--- src/rtl/spi_keycode_pkg.sv ---
// spi_keycode_pkg: shared constants and FSM encoding for the SPI keycode slave
package spi_keycode_pkg;
    localparam logic [7:0] CMD_SET_KEY = 8'h01;
    localparam logic [7:0] CMD_CLR_KEY = 8'h02;
    localparam logic [7:0] SYNC_MARKER = 8'h5A;
    localparam int FRAME_BITS = 16;
    typedef enum logic [1:0] {IDLE, RECV, HOLD} spi_state_t;
endpackage

--- src/rtl/spi_keycode_slave_sync.sv ---
// sync_edge: 2-FF synchronizer with registered rise/fall pulses and configurable reset level
module sync_edge #(
    parameter logic RST_VAL = 1'b0
) (
    input  logic MAX10_CLK1_50,
    input  logic Reset_h,
    input  logic i_d,
    output logic o_level,
    output logic o_rise,
    output logic o_fall
);
    logic r_s1, r_s2, r_s3, r_rise, r_fall;
    always_ff @(posedge MAX10_CLK1_50 or posedge Reset_h) begin
        if (Reset_h) begin
            {r_s1, r_s2, r_s3, r_rise, r_fall} <= {RST_VAL, RST_VAL, RST_VAL, 1'b0, 1'b0};
        end else begin
            r_s1   <= i_d;
            r_s2   <= r_s1;
            r_s3   <= r_s2;
            r_rise <= r_s2 & ~r_s3;
            r_fall <= ~r_s2 & r_s3;
        end
    end
    assign o_level = r_s2;
    assign o_rise  = r_rise;
    assign o_fall  = r_fall;
endmodule

--- src/rtl/spi_keycode_slave.sv ---
// spi_keycode_slave: SPI mode-0 slave injecting Pac-Man keycodes and returning game status
module spi_keycode_slave
    import spi_keycode_pkg::*;
#(
    parameter int TIMEOUT_CYCLES = 5_000_000
) (
    input  logic       MAX10_CLK1_50,
    input  logic       Reset_h,
    input  logic       spi_sclk,
    input  logic       spi_cs_n,
    input  logic       spi_mosi,
    input  logic [7:0] status_in,
    output logic       spi_miso,
    output logic       spi_miso_oe,
    output logic [7:0] keycode,
    output logic       keycode_valid,
    output logic [7:0] err_count
);
    localparam int TW = $clog2(TIMEOUT_CYCLES + 1);
    localparam logic [TW-1:0] TMO_LOAD = TW'(TIMEOUT_CYCLES);

    logic w_sclk_lvl_unused, w_sclk_rise, w_sclk_fall;
    logic w_cs, w_cs_rise, w_cs_fall;
    logic w_mosi, w_mosi_rise_unused, w_mosi_fall_unused;
    spi_state_t r_state, w_state_n;
    logic w_start, w_shift, w_flag, w_done, w_short;
    logic w_good, w_set, w_clr, w_commit, w_bad, w_expire;
    logic [7:0] w_cmd;
    logic [4:0] r_cnt;
    logic [15:0] r_rx;
    logic [7:0] r_tx, r_status, r_key, r_err;
    logic r_long, r_armed, r_kv;
    logic [1:0] r_settle;
    logic [TW-1:0] r_tmo;

    sync_edge #(.RST_VAL(1'b0)) u_sclk (
        .MAX10_CLK1_50(MAX10_CLK1_50), .Reset_h(Reset_h), .i_d(spi_sclk),
        .o_level(w_sclk_lvl_unused), .o_rise(w_sclk_rise), .o_fall(w_sclk_fall)
    );
    sync_edge #(.RST_VAL(1'b1)) u_cs (
        .MAX10_CLK1_50(MAX10_CLK1_50), .Reset_h(Reset_h), .i_d(spi_cs_n),
        .o_level(w_cs), .o_rise(w_cs_rise), .o_fall(w_cs_fall)
    );
    sync_edge #(.RST_VAL(1'b0)) u_mosi (
        .MAX10_CLK1_50(MAX10_CLK1_50), .Reset_h(Reset_h), .i_d(spi_mosi),
        .o_level(w_mosi), .o_rise(w_mosi_rise_unused), .o_fall(w_mosi_fall_unused)
    );

    always_ff @(posedge MAX10_CLK1_50 or posedge Reset_h) begin
        if (Reset_h) r_state <= IDLE;
        else         r_state <= w_state_n;
    end

    always_comb begin
        w_state_n = r_state;
        w_start   = 1'b0;
        w_shift   = 1'b0;
        w_flag    = 1'b0;
        w_done    = 1'b0;
        w_short   = 1'b0;
        case (r_state)
            IDLE: if (w_cs_fall && r_armed) begin
                w_state_n = RECV;
                w_start   = 1'b1;
            end
            RECV: if (w_cs_rise) begin
                w_state_n = IDLE;
                w_short   = r_cnt != 5'd0;
            end else if (w_sclk_rise) begin
                w_shift   = 1'b1;
                w_state_n = (r_cnt == 5'(FRAME_BITS - 1)) ? HOLD : RECV;
            end
            HOLD: if (w_cs_rise) begin
                w_state_n = IDLE;
                w_done    = 1'b1;
            end else begin
                w_flag = w_sclk_rise;
            end
            default: w_state_n = IDLE;
        endcase
    end

    assign w_cmd    = r_rx[15:8];
    assign w_good   = w_done & ~r_long;
    assign w_set    = w_good && w_cmd == CMD_SET_KEY;
    assign w_clr    = w_good && w_cmd == CMD_CLR_KEY;
    assign w_commit = w_set | w_clr;
    assign w_bad    = w_short | (w_done & r_long) | (w_good & ~w_commit);
    // a commit landing on the expiry cycle wins and reloads the timer
    assign w_expire = (r_tmo == TW'(1)) & ~w_commit;

    always_ff @(posedge MAX10_CLK1_50 or posedge Reset_h) begin
        if (Reset_h) begin
            r_settle <= 2'd0;
            r_armed  <= 1'b0;
            r_cnt    <= 5'd0;
            r_rx     <= 16'd0;
            r_long   <= 1'b0;
            r_status <= 8'd0;
            r_tx     <= 8'd0;
            r_tmo    <= TMO_LOAD;
            r_key    <= 8'd0;
            r_kv     <= 1'b0;
            r_err    <= 8'd0;
        end else begin
            // a CS_n already low when reset lifts must be seen high before any frame is accepted
            r_settle <= (&r_settle) ? r_settle : r_settle + 2'd1;
            r_armed  <= r_armed | (&r_settle & w_cs);
            r_cnt    <= w_start ? 5'd0 : w_shift ? r_cnt + 5'd1 : r_cnt;
            r_rx     <= w_shift ? {r_rx[14:0], w_mosi} : r_rx;
            r_long   <= w_start ? 1'b0 : (r_long | w_flag);
            r_status <= w_start ? status_in : r_status;
            r_tx     <= w_start ? SYNC_MARKER :
                        (w_sclk_fall && r_state != IDLE) ?
                            ((r_cnt == 5'(FRAME_BITS / 2)) ? r_status : {r_tx[6:0], 1'b0}) : r_tx;
            r_tmo    <= w_commit ? TMO_LOAD : (r_tmo != '0) ? r_tmo - TW'(1) : r_tmo;
            r_key    <= w_set ? r_rx[7:0] : (w_clr | w_expire) ? 8'd0 : r_key;
            r_kv     <= w_commit | (w_expire & (r_key != 8'd0));
            r_err    <= (w_bad && r_err != 8'hFF) ? r_err + 8'd1 : r_err;
        end
    end

    assign spi_miso      = r_tx[7];
    assign spi_miso_oe   = ~w_cs;
    assign keycode       = r_key;
    assign keycode_valid = r_kv;
    assign err_count     = r_err;
endmodule

--- config.mk ---
export PLATFORM = sky130hd
export DESIGN_NAME = spi_keycode_slave
export DESIGN_NICKNAME = d
export VERILOG_FILES = /design/src/rtl/spi_keycode_pkg.sv /design/src/rtl/spi_keycode_slave_sync.sv /design/src/rtl/spi_keycode_slave.sv
export SDC_FILE = /design/constraint.sdc
export NUM_CORES = 1
export LEC_CHECK = 0
export BUFFER_PORTS_ARGS = -buffer_cell sky130_fd_sc_hd__buf_2
export CORE_MARGIN = 2
export CORE_UTILIZATION = 43
export CTS_CLUSTER_SIZE = 28
export DETAILED_ROUTE_END_ITERATION = 7
export PLACE_DENSITY = 0.66
export REMOVE_ABC_BUFFERS = 1
export SLEW_MARGIN = 20
export SYNTH_ARGS = -nofsm -noshare
export SYNTH_HDL_FRONTEND = slang
export SYNTH_HIERARCHICAL = 1
export SYNTH_SLANG_ARGS = --single-unit
--- constraint.sdc ---
create_clock -name MAX10_CLK1_50 -period 2.9 [get_ports MAX10_CLK1_50]
set_clock_uncertainty 0.05 [all_clocks]
set_input_delay 0 -clock MAX10_CLK1_50 [delete_from_list [all_inputs] [get_ports MAX10_CLK1_50]]
set_output_delay 0 -clock MAX10_CLK1_50 [all_outputs]
set_load 0.1 [all_outputs]
# == After elaboration in Yosys (flattened, before gate mapping) ==
# Cells that the tools add are included.
# Widths: inputs -> output; s select.
# totals
regBits,95
word_cells,105
# op_classes
addsub,4
n_eq_ne,11
mux,27
n_bitwise,23
n_reduce_logical,16
# op_table
cell,n
$mux 23,2
$mux 8,5
$eq 23x1->1 const B,1
$reduce_bool 23->1,1
$sub 23x1->23 const B,1
$mux 1,12
$and 1x1->1,10
$eq 5x4->1 const B,2
$mux 2,5
$mux 5,2
$reduce_bool 2->1,5
$add 8x1->8 const B,1
$eq 8x1->1 const B,1
$eq 8x2->1 const B,1
$ne 8x8->1 const B,1
$reduce_bool 8->1,1
$or 1x1->1,7
$not 1->1,6
$pmux 2 s3,1
$add 5x1->5 const B,1
$logic_and 1x1->1,5
$reduce_bool 5->1,1
$ne 3x1->1 const B,1
$reduce_and 3->1,1
7 further kinds,7

# == Longest topological paths before layout ==
# Gate-level depths: netlist (run 1).
# depth
depth_word,10
mapped_depth,7

# == Cells and area by module ==
# Netlist (run 1), hierarchy kept.
# modules_own_cells
module,n_inst,cells_per_inst,area_each_um2,seq_area_each_um2
spi_keycode_slave,1,344,3963.8,2087.0
sync_edge at u_mosi ...,2,8,143.9,125.1
sync_edge at u_cs,1,8,147.6,128.9

# == Least setup slack after synthesis (run 1) ==
# Ideal clock, no wire load.
# synth_timing
path_kind,register to register
from,"register r_err[0], in the netlist err_count[0]"
to,"register r_err[4], in the netlist err_count[4]"
setup_ns,0.160
arrival_time_ns,2.068
path_slack_ns,0.622
path_stages_with_launch,7
n_path_buf,0
synth_period_minus_slack_ns,2.278
path_cell_list,dfrtp_1 ha_1 nand3_1 o21ai_0 a21oi_1 nand4_1 xnor2_1
# synth_via
elab_chain_len,2
elab_cells_between_ends,3
cone_classes,add/sub: 1; eq/ne: 1; reduce/logical: 1
# synth_rtl
item,line_no,text
start: declaration,spi_keycode_slave.sv:31,"logic [7:0] r_tx, r_status, r_key, r_err;"
start signal: assignment,spi_keycode_slave.sv:119,r_err <= (w_bad && r_err != 8'hFF) ? r_err + 8'd1 : r_err;
"parallel branches: the longest is 2 deep, another holds $add 8x1->8",--,
# Several ways; the timed one is not identified.
# A chain may end at the register's enable or synchronous reset.

# == Final worst setup path (run 1) ==
# layout_timing
from,register r_tmo[0]
to,register r_tmo[3]
# layout_via
elab_chain_len,3
elab_cells_between_ends,5
cone_classes,add/sub: 1; mux: 2; reduce/logical: 2
# layout_rtl
item,line_no,text
start: declaration,spi_keycode_slave.sv:34,logic [TW-1:0] r_tmo;
start signal: assignment,spi_keycode_slave.sv:116,r_tmo <= w_commit ? TMO_LOAD : (r_tmo != '0) ? r_tmo - TW'(1) : r_tmo;
$sub 23x1->23,spi_keycode_slave.sv:116,
$mux 23 (2 in a row),spi_keycode_slave.sv:116,
# Several ways; a longest one is shown, not always the timed one. The select of a mux whose other input is x is not followed.

==> results of run 1 <==
==> power by group <==
group | internal (mW) | total, mW | leakage, nW | switching (mW)
clock | 0.334 | 0.792 | 0.0781 | 0.458
combinational | 0.179 | 0.517 | 1.12 | 0.338
sequential | 1.47 | 1.59 | 1.21 | 0.114
==> final cells by class <==
type                            instances  share of cell area, %
Sequential cell                        95                   48.3
Multi-Input combinational cell        245                   36.9
Timing Repair Buffer                   51                   7.03
Tap cell                              133                   3.36
Clock buffer                           11                   2.86
Inverter                               12                  0.936
Clock inverter                          4                  0.632
==> repair_timing <==
item | CTS | global route
hold buffers | 12 | 0
hold endpoints to repair | 65 | 0
buffers inserted | 0 | 0
setup endpoints to repair | 0 | 0
==> path summary, 6_finish.rpt <==
kind | startpoint | to | slack, ns
hold / removal | Reset_h | u_mosi/r_s1 | 0.03
setup / recovery | r_tmo[0] | r_tmo[3] | 0.55
hold reg to reg | u_sclk/r_s1 | u_sclk/o_level | 0.31
setup reg to reg | r_tmo[0] | r_tmo[3] | 0.55
max in group asynchronous | Reset_h | r_tmo[11] | 1.79
min in group MAX10_CLK1_50 | spi_mosi | u_mosi/r_s1 | 0.23
==> per-stage QoR <==
step	area, um2	setup WS (ns)	instances
global placement	4660	0.655	524
CTS	4950	0.539	551
floorplan	4260	0.584	352
detailed placement	4660	0.568	524
global route	4950	0.412	551
finish	4950	0.555	551
==> cell usage in the layout (no fill, tap or decap), types with 6 or more instances in the layout <==
cell type and count:
dfrtp_1 84, buf_2 31, nor2_1 27, mux2_2 25, nand2_1 25, xnor2_1 21
a21oi_1 17, dlygate4sd3_1 12, inv_1 11, dfstp_2 11, clkbuf_8 10, nand4_1 9
nor3_1 8, a22o_1 8, mux2i_1 7, ha_1 7, buf_4 7, nor4_1 6
nand3_1 6
==> flip-flops by register name (all words and copies together), names as in the netlist, 2 cells and up <==
name / count
err_count: 8
keycode: 8
r_cnt: 5
r_rx: 16
r_settle: 2
r_state: 2
r_status: 8
r_tmo: 23
r_tx: 8
==> metal layers <==
| layer | wire (um) | part of all wire (%) |
|---|---|---|
| met4 | 157 | 2.0 |
| met2 | 3810 | 48 |
| met5 | 0 | 0 |
| met3 | 249 | 3.1 |
| met1 | 3780 | 47 |
==> critical path, cell delays in order (launching register included) <==
cell      delay, ns
dfrtp_1        0.44
inv_1          0.08
ha_1           0.16
or4b_2         0.65
nor4_4         0.42
a211oi_1       0.17
xnor2_1        0.17
nor2_1         0.06
==> impl_metrics.yaml, run 1 <==
power_and_ir_drop:
  vdd_drop_max_mv: 0.619
  p_total_mw: 2.90
  power.density_nw_per_um2: 585
  p_leak_nw: 2.41
global_routing:
  grt_util_all_layers_pct: 15.9
  grt_pass1_vias: 2920
  gr-usage-met3_pct: 3.26
  grt_max_degree: 44
  grt-busiest-layer: "met2"
  antenna_found_initial: 0
  overflow: 0
  use_met2_pct: 25.0
  met1_usage_pct: 22.1
  grt_pass1_wl_um: 14100
worst_setup_path:
  startpoint_type: "flop"
  arrival_ns: 2.51
  worstSetupPathType: "flop to flop"
  reg2regPathDepth: 7
  critPathRequiredTime_ns: 3.06
  crit_path_end_kind: "flop"
  cp_max_fo: 8
final_layout:
  multi_input_area_um2: 1820
  drive_gt1_share_pct: 26.3
  final.fill_count: 897
  nets: 434
  diodes: 0
  final_util_pct: 50.9
  seq_area_um2: 2390
  syn_to_final_growth_pct: 14.8
placement:
  gp_congestion: 0.781
  dp_hpwl_um: 5480
  numPortBuffers: 31
floorplanning:
  initial_core_util_pct: 44.3
  coreArea_um2: 9730
  die_w_um: 104
  dieArea_um2: 10800
  ios: 32
  die_y_um: 104
  row_count: 36
sta:
  timing.fmax_ghz: 0.426
  setup_tns_ns: 0
  drv_slew: 0
  setup_violations: 0
  worstMarginPinSlew_ns: 0.739
  min_period_ns: 2.35
  hold_viol: 0
  whs_ns: 0.0301
  rsz0062_at_grt: "false"
  fin_crit_sh_pct: 80.9
  maxSlewHeadroom_pct: 50.7
synthesis:
  syn_area_per_cell_um2: 11.9
  synth_area_um2: 4310
  ys_warn_count: 6
  synthCells: 363
clocking:
  cts_resized: 0
  htree_levels: 3
  cts_buffers: 9
  clock_path_buffers: 2
  insertion_delay_ns: 0.36
  clkTransAtPathRegs_ns: 0.09
  clock-sinks: 95
  cts_tree: "yes"
  root_buffer: "clkbuf_8"
detailed_routing:
  drc_errors: 0
  ant_nets: 0
  num_vias: 2889
  drt-pass1-iter-count: 4
  wl_per_cell_um: 14.5
  drtIter0Drc: 97
  drt_wl_total_um: 7990
  vias_per_cell: 5.24
hold_path:
  hold_path.class: "input port to async pin"
flow_run:
  max_cap_viol_count: 0
run_status:
  status: "finished, final reports clean"
(Power assumes the default switching activity.)
==> run 2: changes to the inputs <==
ABC_AREA = 1   (was not set)
clock period = 2.3 ns   (was 2.9 ns; I/O delays follow)
==> run 2 against run 1 <==
Net effect:
- first-iteration DRC count rose by 110%
- final area rose by 6.3%
- global-route usage rose by 1.3 points
- die area rose by 6.7%
- utilization fell by 0.13 points
- hold slack improved by 0.017 ns
- sequential power rose by 43%
==> impl_metrics.yaml, run 2 <==
sta:
  rsz0062_at_grt: "false"
  min_period_ns: 1.99
  fin_crit_sh_pct: 86.6
  setup_violations: 0
  drv_slew: 0
  setup_tns_ns: 0
  worstMarginPinSlew_ns: 0.632
  maxSlewHeadroom_pct: 57.9
  timing.fmax_ghz: 0.502
  hold_viol: 0
power_and_ir_drop:
  power.density_nw_per_um2: 1240
  pwr-share-seq_pct: 34.8
  combPwrFrac_pct: 48.8
  switchingPower_mw: 2.76
  clkPwrFrac_pct: 16.4
  swShare_pct: 42.2
  vdd_drop_max_mv: 0.480
  p_total_mw: 6.53
  power.internal_mw: 3.78
  p_leak_nw: 2.75
final_layout:
  final_cell_mix: "118 x nand2_1, 84 x dfrtp_1, 62 x inv_1, 62 x nor2_1, 48 x nand3_1"
  largest_register_ffs: 23
  diodes: 0
  top_register: "r_tmo"
  reg.largest.list: "r_tmo: 23 flops, r_rx: 16 flops"
  nets: 613
  mostFrequentLayoutCell: "nand2_1"
  syn_to_final_growth_pct: 14.1
  drive_gt1_share_pct: 16.4
clocking:
  clock_path_buffers: 2
  clock-sinks: 95
  htree_levels: 3
  cts_tree: "yes"
  ctsHoldBuffers: 13
  cts_buffers: 9
  root_buffer: "clkbuf_8"
  insertion_delay_ns: 0.37
  cts_setup_buffers: 0
  cts_resized: 0
  clkTransAtPathRegs_ns: 0.09
worst_setup_path:
  crit_path_end_kind: "flop"
  crit_top_cell: "nor2_1"
  crit_start: "r_tmo[0]"
  cp_max_fo: 10
  cp_slowest_cell: "dfrtp_1"
  slowest_delay_ns: 0.43
  worstPathCellList: "inv_1, ha_1, nand2_1, nor2_1, nand3_1, nor2_2, buf_12, nor2_1"
  arrival_ns: 2.22
  r2r-start: "r_tmo[0]"
  critPathRequiredTime_ns: 2.52
  worstSetupPathType: "flop to flop"
  startpoint_type: "flop"
floorplanning:
  row_count: 37
  die_w_um: 108
  initial_core_util_pct: 44.5
  die_y_um: 108
  ios: 32
  coreArea_um2: 10400
  dieArea_um2: 11600
global_routing:
  grt_max_degree: 53
  grt_pass1_vias: 3464
  antenna_found_initial: 0
  overflow: 0
  grt_pass1_wl_um: 15700
  grt_util_all_layers_pct: 17.2
placement:
  numPortBuffers: 31
  gp_congestion: 0.869
  dp_hpwl_um: 6570
synthesis:
  synthCells: 542
  synth_area_um2: 4610
  ys_warn_count: 6
  syn_area_per_cell_um2: 8.51
detailed_routing:
  drt-pass1-iter-count: 4
  wl_per_cell_um: 12.7
  drc_errors: 0
  drt_wl_total_um: 9300
  num_vias: 3670
  drtIter0Drc: 208
  vias_per_cell: 5.00
  ant_nets: 0
flow_run:
  max_cap_viol_count: 0
run_status:
  status: "finished, final reports clean"
hold_path:
  hold_path.class: "input port to async pin"
run 2: critical path, delay by kind of cell, from the launching register on:
family | cells | cell delay (ns)
adders and majority gates | 1 | 0.32
buffers and inverters | 2 | 0.35
DFF | 1 | 0.43
and+or+nand+nor | 5 | 0.74
run 2: final cells by class:
class / count / area [um2]
fillers: 965 / 5110
flip-flops and latches: 95 / 2390
multi-input cells: 372 / 1920
repair buffers: 49 / 348
inverters: 66 / 249
well taps: 136 / 170
clock buffers: 12 / 135
clock inverters: 4 / 47.5
run 2: worst paths after layout:
kind                                   end  slack (ns)  cells past startpoint
min                         u_sclk/o_level        0.05                      3
min reg2reg                 u_mosi/o_level        0.31                      0
max reg2reg                      r_tmo[21]        0.31                      8
min in group MAX10_CLK1_50     u_sclk/r_s1        0.21                      2
max in group asynchronous         r_tmo[6]        1.31                      4
max                              r_tmo[21]        0.31                      8
run 2: power groups by stage:
stage          sequential [mW]  clock [mW]  combinational, mW
5_1_grt                   2.31        1.16               3.57
3_5_place_dp              2.30           0               3.19
3_3_place_gp              2.29           0               3.07
4_1_cts                   2.27        1.10               3.20
6_report                  2.27        1.07               3.19
2_1_floorplan             2.50           0               2.19
run 2: per-stage QoR:
stage / setup WS (ns) / area (um2) / hold slack [ns] / utilization, % / cells
3_5_place_dp: 0.343 / 4950 / -0.149 / 47.7 / 705
4_1_cts: 0.328 / 5260 / 0.0405 / 50.7 / 734
5_1_grt: 0.188 / 5260 / 0.0663 / 50.7 / 734
6_report: 0.307 / 5260 / 0.0472 / 50.7 / 734
2_1_floorplan: 0.0301 / 4560 / -0.309 / - / 533
3_3_place_gp: 0.424 / 4950 / -0.156 / 47.7 / 705
run 2: layer usage:
layer  up-vias  track usage (%)  part of all wire, %
li1       1838                -                    -
met3        12             3.51                  3.5
met5         -                0                    0
met2        79             27.8                   48
met1      1741             22.1                   46
met4         0             8.61                  2.0
==> run 3: changes to the inputs <==
ABC_AREA = not set   (was 1)
REMOVE_ABC_BUFFERS = not set   (was 1)
==> run 3 against run 2 <==
Net effect:
- sequential share of layout area up 2.0 points
- sequential power down 12%
- first-iteration DRC count down 60%
- power down 43%
==> impl_metrics.yaml, run 3 (synthesized netlist as in run 1, its figures left out) <==
final_layout:
  stdcell_count: 557
  diodes: 0
  drive_gt1_share_pct: 27.6
  mostFrequentLayoutCell: "dfrtp_1"
  final_util_pct: 51.8
  nets: 439
  final_cell_mix: "84 x dfrtp_1, 31 x buf_2, 27 x nor2_1"
  largest_register_ffs: 23
  top_register: "r_tmo"
  stdcell_area_um2: 5040
  syn_to_final_growth_pct: 17.0
  final.fill_count: 899
  reg.largest.list: "r_tmo: 23 flops, r_rx: 16 flops"
sta:
  maxSlewHeadroom_pct: 47.1
  fin_crit_sh_pct: 93.2
  setup_tns_ns: 0
  timing.fmax_ghz: 0.467
  hold_viol: 0
  rsz0062_at_grt: "false"
  drv_slew: 0
  min_period_ns: 2.14
  whs_ns: 0.0293
  setup_violations: 0
  worstMarginPinSlew_ns: 0.789
worst_setup_path:
  rrSetupSlack_ns: 0.16
  crit_buf_inv: 0
  arrival_ns: 2.35
  reg2regPathDepth: 5
  cp_slowest_cell: "or4_4"
  cp_top_family: "simple AND/OR/NAND/NOR gates"
  slowest_delay_ns: 0.60
  worstPathCellList: "or4_4, or2_1, a2111oi_4, a211oi_1, a31o_1"
  cp_max_fo: 5
  r2r_end: "r_tmo[21]"
  startpoint_type: "flop"
  worstSetupPathType: "flop to flop"
  critPathRequiredTime_ns: 2.51
  r2r-start: "r_tmo[12]"
  crit_path_end_kind: "flop"
power_and_ir_drop:
  clkPwrFrac_pct: 29.4
  combPwrFrac_pct: 17.5
  p_leak_nw: 2.46
  pwr-share-seq_pct: 53.1
  vdd_drop_max_mv: 0.565
  switchingPower_mw: 1.16
  power.internal_mw: 2.59
  power.density_nw_per_um2: 744
  swShare_pct: 30.8
global_routing:
  antenna_found_initial: 0
  grt_pass1_wl_um: 13900
  overflow: 0
  grt_max_degree: 38
  grt_util_all_layers_pct: 15.5
  grt_pass1_vias: 2918
floorplanning:
  dieArea_um2: 10800
  ios: 32
  initial_core_util_pct: 44.3
  row_count: 36
  die_y_um: 104
  coreArea_um2: 9730
  die_w_um: 104
detailed_routing:
  drc_errors: 0
  drtIter0Drc: 83
  met1_length_um: 3630
  wl_met2_um: 3770
  num_vias: 2914
  wl_met3_um: 251
  wl_per_cell_um: 13.9
  drt-pass1-iter-count: 4
  drt_wl_total_um: 7750
  top_layer: "met4"
  vias_per_cell: 5.23
  ant_nets: 0
flow_run:
  max_cap_viol_count: 0
clocking:
  cts_setup_buffers: 0
  insertion_delay_ns: 0.36
  clkTransAtPathRegs_ns: 0.09
  cts_buffers: 9
  root_buffer: "clkbuf_8"
  cts_tree: "yes"
  htree_levels: 3
  clock_path_buffers: 2
  clock-sinks: 95
placement:
  placed_area_um2: 4720
  dp_hpwl_um: 5340
  numPortBuffers: 31
  dp_cells: 529
  gp_congestion: 0.780
run_status:
  status: "finished, final reports clean"
synthesis:
  synth_nets: 383
hold_path:
  hold_path.class: "input port to async pin"
==> run 3: worst max path at each step <==
stage / from / end / slack [ns] / cells past startpoint
6_report: r_tmo[12] / r_tmo[21] / 0.16 / 5
3_5_place_dp: r_tmo[12] / r_tmo[21] / 0.16 / 5
4_1_cts: r_tmo[12] / r_tmo[21] / 0.15 / 5
2_1_floorplan: err_count[0] / err_count[4] / 0.02 / 6
5_1_grt: r_tmo[0] / r_tmo[4] / 0.007 / 8
3_3_place_gp: r_tmo[12] / r_tmo[21] / 0.20 / 5
==> run 3: layout make-up <==
type	instances	area [um2]	share of cell area, %
flip-flops and latches	95	2390	47.4
multi-input cells	245	1830	36.3
repair buffers	56	410	8.14
well taps	133	166	3.30
clock buffers	10	128	2.53
clock inverters	6	68.8	1.36
inverters	12	46.3	0.918
==> run 3: metal layers <==
metal  track usage (%)  up-vias
met2              25.3       40
met4              5.02        0
li1                  -     1409
met5                 0        -
met1              20.6     1453
met3              3.57       12
==> run 3: stage by stage <==
step / setup WS (ns) / total power [mW]
5_1_grt: 0.00727 / 3.94
6_report: 0.157 / 3.75
3_3_place_gp: 0.199 / 2.65
2_1_floorplan: 0.0221 / 2.52
4_1_cts: 0.150 / 3.78
3_5_place_dp: 0.165 / 2.67
==> run 3: power by group through the flow <==
stage                     registers [mW]  logic (mW)  clock network (mW)
after floorplan                     2.21       0.311                   0
after global placement              2.01       0.635                   0
after detailed placement            2.02       0.648                   0
after CTS                           1.99       0.665                1.13
after global routing                2.02       0.724                1.19
final                               1.99       0.656                1.10
==> run 3: repair_timing <==
item | in CTS | in global routing
resized for setup | 0 | 3
hold buffers | 12 | 0
endpoints found under the setup margin | 0 | 2
hold endpoints to repair | 58 | 0
==> run 3: worst min-delay path, stage by stage <==
cell	delay, ns
dlygate4sd3_1	0.53
buf_2	0.16
inv_1	0.09
